**src/rtl/mem_req_arbiter.sv**
```systemverilog
// Two-requester (fetch / execute) arbiter in front of a single SRAM-like memory port.
// Holds at most one outstanding transaction and keeps the memory request stable from latched fields.
module mem_req_arbiter #(
    parameter bit DATA_FIRST = 1'b1
) (
    input  logic        clk,
    input  logic        reset,

    input  logic        inst_req,
    input  logic [31:0] inst_addr,
    output logic        inst_addr_ok,
    output logic        inst_data_ok,
    output logic [31:0] inst_rdata,

    input  logic        data_req,
    input  logic        data_wr,
    input  logic [3:0]  data_wstrb,
    input  logic [31:0] data_addr,
    input  logic [31:0] data_wdata,
    output logic        data_addr_ok,
    output logic        data_data_ok,
    output logic [31:0] data_rdata,

    output logic        mem_req,
    output logic        mem_wr,
    output logic [3:0]  mem_wstrb,
    output logic [31:0] mem_addr,
    output logic [31:0] mem_wdata,
    input  logic        mem_addr_ok,
    input  logic        mem_data_ok,
    input  logic [31:0] mem_rdata,

    output logic        busy
);

    typedef enum logic [1:0] {
        ST_IDLE = 2'd0,
        ST_REQ  = 2'd1,
        ST_WAIT = 2'd2
    } state_t;

    localparam int NPORT = 2;   // port 0 = inst, port 1 = data

    state_t      state_q, state_d;
    logic        owner_q, owner_d;
    logic        wr_q, wr_d;
    logic [3:0]  wstrb_q, wstrb_d;
    logic [31:0] addr_q, addr_d;
    logic [31:0] wdata_q, wdata_d;

    logic        grant_data;
    logic        accept;
    logic        complete;
    logic        live;

    logic [NPORT-1:0] port_addr_ok;
    logic [NPORT-1:0] port_data_ok;
    logic [31:0]      port_rdata [NPORT];

    always_ff @(posedge clk) begin
        if (reset) begin
            state_q <= ST_IDLE;
            owner_q <= 1'b0;
            wr_q    <= 1'b0;
            wstrb_q <= 4'b0;
            addr_q  <= 32'b0;
            wdata_q <= 32'b0;
        end else begin
            state_q <= state_d;
            owner_q <= owner_d;
            wr_q    <= wr_d;
            wstrb_q <= wstrb_d;
            addr_q  <= addr_d;
            wdata_q <= wdata_d;
        end
    end

    always_comb begin
        state_d    = state_q;
        owner_d    = owner_q;
        wr_d       = wr_q;
        wstrb_d    = wstrb_q;
        addr_d     = addr_q;
        wdata_d    = wdata_q;
        grant_data = 1'b0;
        accept     = 1'b0;
        complete   = 1'b0;

        case (state_q)
            ST_IDLE: begin
                if (inst_req || data_req) begin
                    grant_data = data_req && (DATA_FIRST || !inst_req);
                    owner_d    = grant_data;
                    // The fetch side is read-only, and a read never carries byte enables.
                    wr_d       = grant_data && data_wr;
                    wstrb_d    = (grant_data && data_wr) ? data_wstrb : 4'b0;
                    addr_d     = grant_data ? data_addr : inst_addr;
                    wdata_d    = grant_data ? data_wdata : 32'b0;
                    state_d    = ST_REQ;
                end
            end
            ST_REQ: begin
                if (mem_addr_ok) begin
                    accept = 1'b1;
                    if (mem_data_ok) begin
                        complete = 1'b1;
                        state_d  = ST_IDLE;
                    end else begin
                        state_d  = ST_WAIT;
                    end
                end
            end
            ST_WAIT: begin
                if (mem_data_ok) begin
                    complete = 1'b1;
                    state_d  = ST_IDLE;
                end
            end
            default: state_d = ST_IDLE;
        endcase
    end

    // Reset suppresses every output immediately, so an abandoned transaction never pulses.
    assign live      = !reset;
    assign mem_req   = live && (state_q == ST_REQ);
    assign mem_wr    = mem_req && wr_q;
    assign mem_wstrb = (mem_req && wr_q) ? wstrb_q : 4'b0;
    assign mem_addr  = mem_req ? addr_q : 32'b0;
    assign mem_wdata = mem_req ? wdata_q : 32'b0;
    assign busy      = live && (state_q != ST_IDLE);

    generate
        for (genvar gi = 0; gi < NPORT; gi++) begin : g_port
            assign port_addr_ok[gi] = live && accept && (owner_q == 1'(gi));
            assign port_data_ok[gi] = live && complete && (owner_q == 1'(gi));
            assign port_rdata[gi]   = port_data_ok[gi] ? mem_rdata : 32'b0;
        end
    endgenerate

    assign inst_addr_ok = port_addr_ok[0];
    assign inst_data_ok = port_data_ok[0];
    assign inst_rdata   = port_rdata[0];
    assign data_addr_ok = port_addr_ok[1];
    assign data_data_ok = port_data_ok[1];
    assign data_rdata   = port_rdata[1];

endmodule

```
**config.mk**
```make
export PLATFORM = sky130hd
export DESIGN_NAME = mem_req_arbiter
export DESIGN_NICKNAME = d
export VERILOG_FILES = /design/src/rtl/mem_req_arbiter.sv
export SDC_FILE = /design/constraint.sdc
export NUM_CORES = 1
export LEC_CHECK = 0
export CAP_MARGIN = 0
export CORE_MARGIN = 3
export CORE_UTILIZATION = 35
export CTS_CLUSTER_DIAMETER = 100
export DETAILED_ROUTE_END_ITERATION = 6
export GPL_ROUTABILITY_DRIVEN = 0
export PLACE_DENSITY = 0.81
export REMOVE_ABC_BUFFERS = 1
export SLEW_MARGIN = 20
export SYNTH_ARGS = -nofsm -noshare
export SYNTH_HDL_FRONTEND = slang
export SYNTH_SLANG_ARGS = --single-unit
```
**constraint.sdc**
```tcl
create_clock -name clk -period 2.91 [get_ports clk]
set_input_delay 0.873 -clock clk [delete_from_list [all_inputs] [get_ports clk]]
set_output_delay 0.873 -clock clk [all_outputs]
set_load 0.1 [all_outputs]
```
**Word-level counts from Yosys, hierarchy flattened**

Index checks and enable logic that the tools add are counted.
Widths: inputs -> output; s select.

- Output and inout port bits: 139
- Logic and storage cells: 46
- Flip-flop bits (word level): 72
- Bits of input ports: 139

- Multiplexer cells: 18
- Eq/ne operators: 5
- Bitwise logic cells: 1
- Reductions and logical operators: 16

Operators by type and width:

| kind | number |
|---|---|
| $mux 32 | 6 |
| $logic_and 1x1->1 | 10 |
| $mux 2 | 4 |
| $mux 4 | 2 |
| $ne 2x2->1 const B | 3 |
| $pmux 2 s3 | 1 |
| $mux 1 | 4 |
| $reduce_and 3->1 | 1 |
| $eq 2x1->1 const B | 1 |
| $eq 2x2->1 const B | 1 |
| $logic_not 2->1 | 1 |
| $pmux 1 s2 | 1 |
| $reduce_and 2->1 | 1 |
| $reduce_bool 2->1 | 1 |
| $logic_not 1->1 | 1 |
| $logic_or 1x1->1 | 1 |
| $not 1->1 | 1 |

**Logic depth before layout (Yosys ltp)**

Gate-level depths: netlist of run 1.

- Word-level depth: 6
- Depth in mapped cells: 7
- Mapped depth without buffers: 5

**Worst setup path before layout of run 1**

Ideal clock, no wire load.

- Kind: input -> output
- Start: in reset
- End: out inst_addr_ok
- Arrival: 2.974 ns
- Setup slack: -0.937 ns
- Path buffers: 2
- Stages on the path: 5
- Cells stage by stage: nor2b_1 > clkbuf_2 > buf_2 > nand2_1 > nor2_1

- Word-level cells in the longest chain between the ends: 3

Ends and longest elaborated chain:

| item | line | source |
|---|---|---|
| start, declared | 7 | `input logic reset,` |
| $logic_not 1->1 | 124 | `assign live = !reset;` |
| $logic_and 1x1->1 (2 in series) | 134 | `assign port_addr_ok[gi] = live && accept && (owner_q == 1'(gi));` |
| end, declared | 11 | `output logic inst_addr_ok,` |

No other way between the ends.

**Worst setup path after layout of run 1**

- Start: in mem_data_ok
- End: out inst_rdata[0]

- Word-level cells in the longest chain between the ends: 6

Ends and longest elaborated chain:

| item | line | source |
|---|---|---|
| start, declared | 30 | `input logic mem_data_ok,` |
| $mux 1 (*) | 105, 114 |  |
| $mux 1 | 103 | `if (mem_addr_ok) begin` |
| $pmux 1 s2 (*) | 89 | `case (state_q)` |
| $logic_and 1x1->1 (*) (2 in series) | 135 | `assign port_data_ok[gi] = live && complete && (owner_q == 1'(gi));` |
| $mux 32 (*) | 136 | `assign port_rdata[gi] = port_data_ok[gi] ? mem_rdata : 32'b0;` |
| end, declared | 13 | `output logic [31:0] inst_rdata,` |

Mark *: on every way between the ends. The rest lies on a longest branch, timed or not.

==> flow_summary_export.csv, run 1 <==
group,metric,value,unit
die,placeableCoreArea,10940,sq um
worst_hold_path,hold_path.class,"flop to flop",
pwr,vdd.ir_drop.worst,0.0004137,V
sta,worst_slew_pin_slew,0.7511,ns
setup_path,cp_max_fo,16,
sta,finalSetupViolCount,47,
place,placedCellCount,869,
clock_network,ctsLongestPathBuffers,2,
sta,achievable-frequency,0.3332,GHz
die,floorplan.io_pins,278,
die,fp-row-count,38,
pwr,sw_frac_of_total,0.3946,
grt,vias_in_the_first_global_route,4716,
pwr,switching_power,1626,uW
sta,post_route_worst_setup_slack,-0.09147,ns
sta,slew_headroom,0.4992,
sta,final.setup_skew,0.007366,ns
sta,finalCritPeriodShare,1.031,
sta,finalWorstPathRequiredPeriod,3.001,ns
detailed_routing,first_iter_violations,288,
clock_network,clkLatencyLatePin,0.32,ns
die,die_span_in_x,112.3,um
die,die_footprint,12620,sq um
flow_run,maximum_capacitance_violations,0,
sta,rsz0062_at_grt,"yes",
sta,finalHoldViolCount,0,
logic_synthesis,synth-main-ff-cell,"dfxtp_1",
place,port_buffers,277,
logic_synthesis,post-synth-top-area-cell,"dfxtp_1",
logic_synthesis,syn_avg_cell_area,8.191,sq um
logic_synthesis,synth-edff-count,0,
setup_path,crit_path_frequent_cell,"buf_6",
pwr,power_density_over_the_cells,464.0,nW/um^2
grt,grt_antenna_before_repair,2,
clock_network,postCtsHoldBufs,0,
place,place_worst_setup_slack,-0.4403,ns
clock_network,cts_tree,"yes",
pwr,power.static_leakage,0.003631,uW
detailed_routing,drt-total-wl,17.11,mm
logic_synthesis,mappedNetlistArea,3956,sq um
setup_path,max_stage_delay_on_crit_path,0.25,ns
grt,overflow,0,
pwr,power.share.sequential,0.301,
die,die-height,112.3,um
logic_synthesis,yosys.cell_count.top_type,"and2_1",
status,outcome,"complete, but fails checks",
logic_synthesis,post_synth_main_area_contributors,"dfxtp_1 (36%), and2_1 (20%), mux2i_1 (8.6%)",
grt,grt_first_pass_wirelength,25.32,mm
pwr,power_frac_comb,0.449,
detailed_routing,route.vias.total,4579,
final_layout,layout_cell_share_with_drive_strength_beyond_1,0.3329,
detailed_routing,route.detailed.vias_per_inst,5.076,
worst_hold_path,whs_path_depth,2,
final_layout,final_cell_count_no_fill,902,
final_layout,design_area,8882,sq um
grt,grt_start_max_net_pins,72,
setup_path,startpoint_class,"input pin",
setup_path,cp_cell_sequence,"buf_2 -> nand2_4 -> buf_6 -> nor4_4 -> buf_6 -> clkbuf_16 -> and2_1 -> buf_12",
detailed_routing,drt_pass1_iterations,4,
setup_path,cp.required,2.04,ns
status,failed_checks,"setup timing",
detailed_routing,drt_drc_violations_left,0,
setup_path,critical-path-slowest-cell,"nor4_4",
clock_network,cts-root-buf,"clkbuf_16",
logic_synthesis,proportion_of_register_bits_with_asynchronous_set_or_reset_after_synthesis,0,
logic_synthesis,synth.distinct_cells,24,
pwr,power.internal,2495,uW
final_layout,area_growth,124.5,%
place,detailedPlacementHpwl,12.53,mm
logic_synthesis,synthCells,483,
clock_network,cts.reportedPaths.clkPinSlew,0.05,ns
clock_network,cts_htree_levels,3,
logic_synthesis,post-synth-top-area-fraction,0.3643,
detailed_routing,routed_length_per_placed_instance,18.97,um
setup_path,critical_path_class,"input pin to output port",
setup_path,timing.critical_path.arrival,2.13,ns
pwr,share_clk_of_total_power,0.251,
setup_path,worstSetupEndpointType,"output port",
detailed_routing,final_antenna_net_count,0,
clock_network,clkSinkCount,72,
place,placed_cell_area,8192,sq um
grt,groute.usage.overall,0.2522,
logic_synthesis,synth_seq_cells,72,
clock_network,cts_buffers,9,
setup_path,r2r_cells,7,
sta,slew_violations,0,
final_layout,nets_final,898,
logic_synthesis,synth_top_cells_by_count,"and2_1 (129), dfxtp_1 (72), nor2_1 (41), nand2_1 (38), mux2i_1 (34)",
logic_synthesis,synth_sequential_area_ratio,0.3643,
final_layout,postLayoutCoreUtil,0.8122,
die,initial_core_util,0.3618,
final_layout,layout.filler_cells,611,
logic_synthesis,ys_warns,0,
sta,finalSetupTns,-1.586,ns
==> worst max-delay path: cells and delay by family <==
family / cells / cell delay, ns
buffers and inverters: 5 / 0.75
AND/OR/NAND/NOR: 3 / 0.50
==> power by group through the flow <==
stage | combinational (uW) | sequential (uW) | clock, uW
6_report | 1850 | 1240 | 1030
5_1_grt | 1960 | 1260 | 1090
3_3_place_gp | 1710 | 1240 | 0
2_1_floorplan | 1000 | 1230 | 0
4_1_cts | 1810 | 1240 | 1050
3_5_place_dp | 1760 | 1260 | 0
==> worst paths after layout <==
| path | startpoint | end | slack (ns) |
|---|---|---|---|
| setup / recovery | mem_data_ok | inst_rdata[0] | -0.09 |
| hold / removal | wdata_q[15] | wdata_q[15] | 0.44 |
| setup reg to reg | state_q[0] | addr_q[1] | 1.04 |
| hold reg to reg | wdata_q[15] | wdata_q[15] | 0.44 |
==> state kept, by name (all words and copies together), names as in the netlist <==
register / count
state_q: 2
wr_q: 1
addr_q: 32
wdata_q: 32
owner_q: 1
wstrb_q: 4
==> cell type report <==
| cell class | instances | area (sq um) | share of cell area |
|---|---|---|---|
| multi-input combinational | 362 | 2417 | 0.2722 |
| inverter | 5 | 21.27 | 0.002395 |
| tap | 140 | 175.2 | 0.01972 |
| clock inverter | 5 | 41.29 | 0.004649 |
| antenna | 2 | 5.005 | 0.0005635 |
| timing repair buffer | 305 | 4536 | 0.5106 |
| sequential | 72 | 1444 | 0.1626 |
| clock buffer | 11 | 242.7 | 0.02733 |
==> routing by layer <==
metal | global-route usage | share of wire
met1 | 0.2483 | 0.33
met2 | 0.4930 | 0.56
met3 | 0.07224 | 0.079
met4 | 0.09455 | 0.035
met5 | 0 | 0
==> placed cells by master, fill, tap and decap left out <==
master	n
a22oi_1	5
a222oi_1	1
o21a_2	1
ha_1	2
a211oi_1	32
inv_1	3
inv_2	1
nor4_4	1
clkbuf_16	11
inv_6	1
and2_4	54
buf_2	2
diode_2	2
clkbuf_8	1
a21oi_4	1
nor2_1	41
clkinvlp_4	2
buf_8	1
nor4b_4	1
buf_16	2
nand2_1	37
a21oi_1	33
ha_4	2
dfxtp_1	70
buf_12	145
nand3_1	33
clkdlybuf4s50_1	134
inv_4	1
buf_6	5
clkinv_4	2
buf_4	14
and3_1	6
mux2i_1	34
clkbuf_1	1
and2_1	75
o21ai_4	1
nor2b_4	1
dfxtp_2	2
nand2_4	1
==> kinds of logic after synthesis <==
family          after synthesis  synth area share
compound gates               74            0.1227
fa+ha+maj                     4           0.01265
buf+inv                      49           0.07116
flops                        72            0.3643
mux                          34           0.08602
simple gates                250            0.3431
==> what timing repair did <==
action / CTS / global route
gates resized for setup: 52 / 33
setup endpoints to repair: 66 / 51
pin swaps: 8 / 19
cloned: 3 / 2
buffers inserted: 7 / 5
==> metrics by stage <==
stage                     power, uW  hold slack [ns]
after floorplan                2229           0.4212
after global placement         2956           0.4336
after detailed placement       3020           0.4407
after CTS                      4099           0.4488
after global routing           4301           0.4603
final                          4121           0.4445
No activity file was read; power rests on OpenSTA's default activity.
==> inputs of run 2 (changes only) <==
Settings changed: CELL_PAD_IN_SITES_DETAIL_PLACEMENT set to 1, CELL_PAD_IN_SITES_GLOBAL_PLACEMENT set to 2, CORE_UTILIZATION 35 to 18, HOLD_SLACK_MARGIN set to 0.05, PLACE_DENSITY 0.81 to unset, PLACE_DENSITY_LB_ADDON set to 0.1.
Clock period 2.91 ns to 2.9 ns, I/O delays scaled along.
==> flow_summary_export.csv, run 2 (synthesized netlist as in run 1, its figures left out) <==
group,metric,value,unit
status,outcome,"complete, but fails checks",
status,failed_checks,"setup timing",
sta,hold_ws,0.4471,ns
sta,finalWorstPathRequiredPeriod,2.917,ns
pwr,power_frac_comb,0.439,
worst_hold_path,whs_path_depth,2,
pwr,vdd.ir_drop.worst,0.0002553,V
setup_path,timing.critical_path.arrival,2.05,ns
die,fp-row-count,53,
die,placeableCoreArea,21290,sq um
clock_network,cts_tree,"yes",
place,port_buffers,277,
pwr,power.static_leakage,0.003573,uW
die,die-height,154.3,um
sta,finalSetupViolCount,8,
sta,finalSetupTns,-0.04369,ns
sta,finalHoldViolCount,0,
sta,achievable-frequency,0.3428,GHz
detailed_routing,final_antenna_net_count,0,
detailed_routing,route.detailed.vias_per_inst,4.198,
clock_network,cts_buffers,9,
final_layout,final_common_cell,"buf_12",
grt,overflow,0,
sta,slew_headroom,0.4706,
place,detailedPlacementHpwl,13.43,mm
die,die_footprint,23790,sq um
setup_path,worstSetupEndpointType,"output port",
place,place_worst_setup_slack,-0.3866,ns
detailed_routing,first_iter_violations,110,
die,die_span_in_x,154.3,um
clock_network,postCtsHoldBufs,0,
grt,grt_antenna_before_repair,0,
sta,slew_violations,0,
setup_path,cp.required,2.03,ns
final_layout,area_growth,126.0,%
worst_hold_path,hold-path-endpoint,"wdata_q[15]",
grt,grt_first_pass_wirelength,27.04,mm
pwr,power.internal,2573,uW
detailed_routing,drt-total-wl,17.77,mm
final_layout,highest_count_cells_in_the_layout_ignoring_fill_and_taps,"buf_12 (144), clkdlybuf4s50_1 (134), and2_1 (96)",
worst_hold_path,hold_start,"wdata_q[15]",
pwr,power.share.sequential,0.295,
sta,post_route_worst_setup_slack,-0.01685,ns
setup_path,regToRegStartpoint,"state_q[0]",
sta,rsz0062_at_grt,"yes",
die,initial_core_util,0.1859,
setup_path,critical_r2r_capture,"addr_q[17]",
pwr,sw_frac_of_total,0.3874,
pwr,switching_power,1627,uW
sta,final.setup_skew,0.005840,ns
clock_network,cts_htree_levels,3,
grt,groute.usage.overall,0.1459,
detailed_routing,drt_pass1_iterations,4,
final_layout,ant_diodes,0,
final_layout,layout_cell_share_with_drive_strength_beyond_1,0.3056,
setup_path,timing.reg2reg.setup_slack,0.97,ns
detailed_routing,routed_length_per_placed_instance,17.23,um
grt,grt_start_max_net_pins,69,
sta,finalCritPeriodShare,1.006,
setup_path,r2r_cells,7,
final_layout,biggestRegsByFlops,"addr_q (32), wdata_q (32), wstrb_q (4)",
die,floorplan.io_pins,278,
setup_path,cp_max_fo,8,
grt,vias_in_the_first_global_route,4634,
clock_network,cts.reportedPaths.clkPinSlew,0.06,ns
detailed_routing,route.vias.total,4328,
detailed_routing,drt_drc_violations_left,0,
clock_network,cts-root-buf,"clkbuf_16",
clock_network,ctsLongestPathBuffers,2,
clock_network,clkSinkCount,72,
pwr,power.total,4200,uW
setup_path,startpoint_class,"input pin",
flow_run,maximum_capacitance_violations,0,
clock_network,clkLatencyLatePin,0.34,ns
final_layout,nets_final,894,
pwr,power_density_over_the_cells,469.6,nW/um^2
worst_hold_path,hold_path.class,"flop to flop",
pwr,share_clk_of_total_power,0.266,
sta,worst_slew_pin_slew,0.7941,ns
setup_path,critical_path_class,"input pin to output port",
run 2: cell count changes in the layout (fill, tap and decap cells not counted), sizes merged:
cell,delta
clkinvlp,-1
inv,-1
diode,-2
buf,-2
clkinv,+1
clkbuf,-2
bufinv,+1
run 2: worst max-delay path: stages:
cell and delay [ns]:
buf_4 0.16, nor4b_4 0.29, buf_4 0.18, buf_12 0.10, buf_16 0.11, and2_4 0.16
buf_12 0.17
run 2: worst max path at each step:
stage	startpoint	endpoint	cells past startpoint
after floorplan	reset	inst_addr_ok	3
after global placement	mem_addr_ok	data_rdata[10]	6
after detailed placement	mem_addr_ok	data_rdata[4]	6
after CTS	state_q[1]	data_rdata[26]	8
after global routing	state_q[1]	data_rdata[6]	9
final	reset	data_rdata[6]	7
run 2: layer usage:
layer,global-route usage,part of all wire,up-vias
li1,-,-,2139
met1,0.1682,0.39,2037
met4,0.03364,0.013,0
met5,0,0,-
met3,0.05092,0.071,15
met2,0.2594,0.52,137
run 2: layout make-up:
type	count	area, sq um
multi-input combinational	362	2387
clock buffer	11	242.7
clock inverter	5	56.30
fill	2288	12340
inverter	5	23.77
tap	275	344.1
timing repair buffer	301	4442
sequential	72	1446
run 2: power groups by stage:
| stage | Clock (uW) | Sequential (uW) | Combinational (uW) |
|---|---|---|---|
| 2_1_floorplan | 0 | 1230 | 1000 |
| 3_3_place_gp | 0 | 1250 | 1780 |
| 3_5_place_dp | 0 | 1260 | 1810 |
| 4_1_cts | 1170 | 1240 | 1860 |
| 5_1_grt | 1210 | 1260 | 1980 |
| 6_report | 1120 | 1240 | 1840 |
run 2: stage by stage:
| stage | utilization | cell area [sq um] | instances |
|---|---|---|---|
| floorplan | - | 3694 | 439 |
| global placement | 0.3936 | 8378 | 1006 |
| detailed placement | 0.3936 | 8378 | 1006 |
| CTS | 0.4186 | 8910 | 1031 |
| global route | 0.4201 | 8942 | 1031 |
| finish | 0.4201 | 8942 | 1031 |
run 2: repair_timing:
action                     in CTS  in global routing
setup buffers                   6                  2
gates resized for setup        49                 16
pin swaps                      17                  8
setup endpoints to repair      67                 65
gates cloned                    3                  0
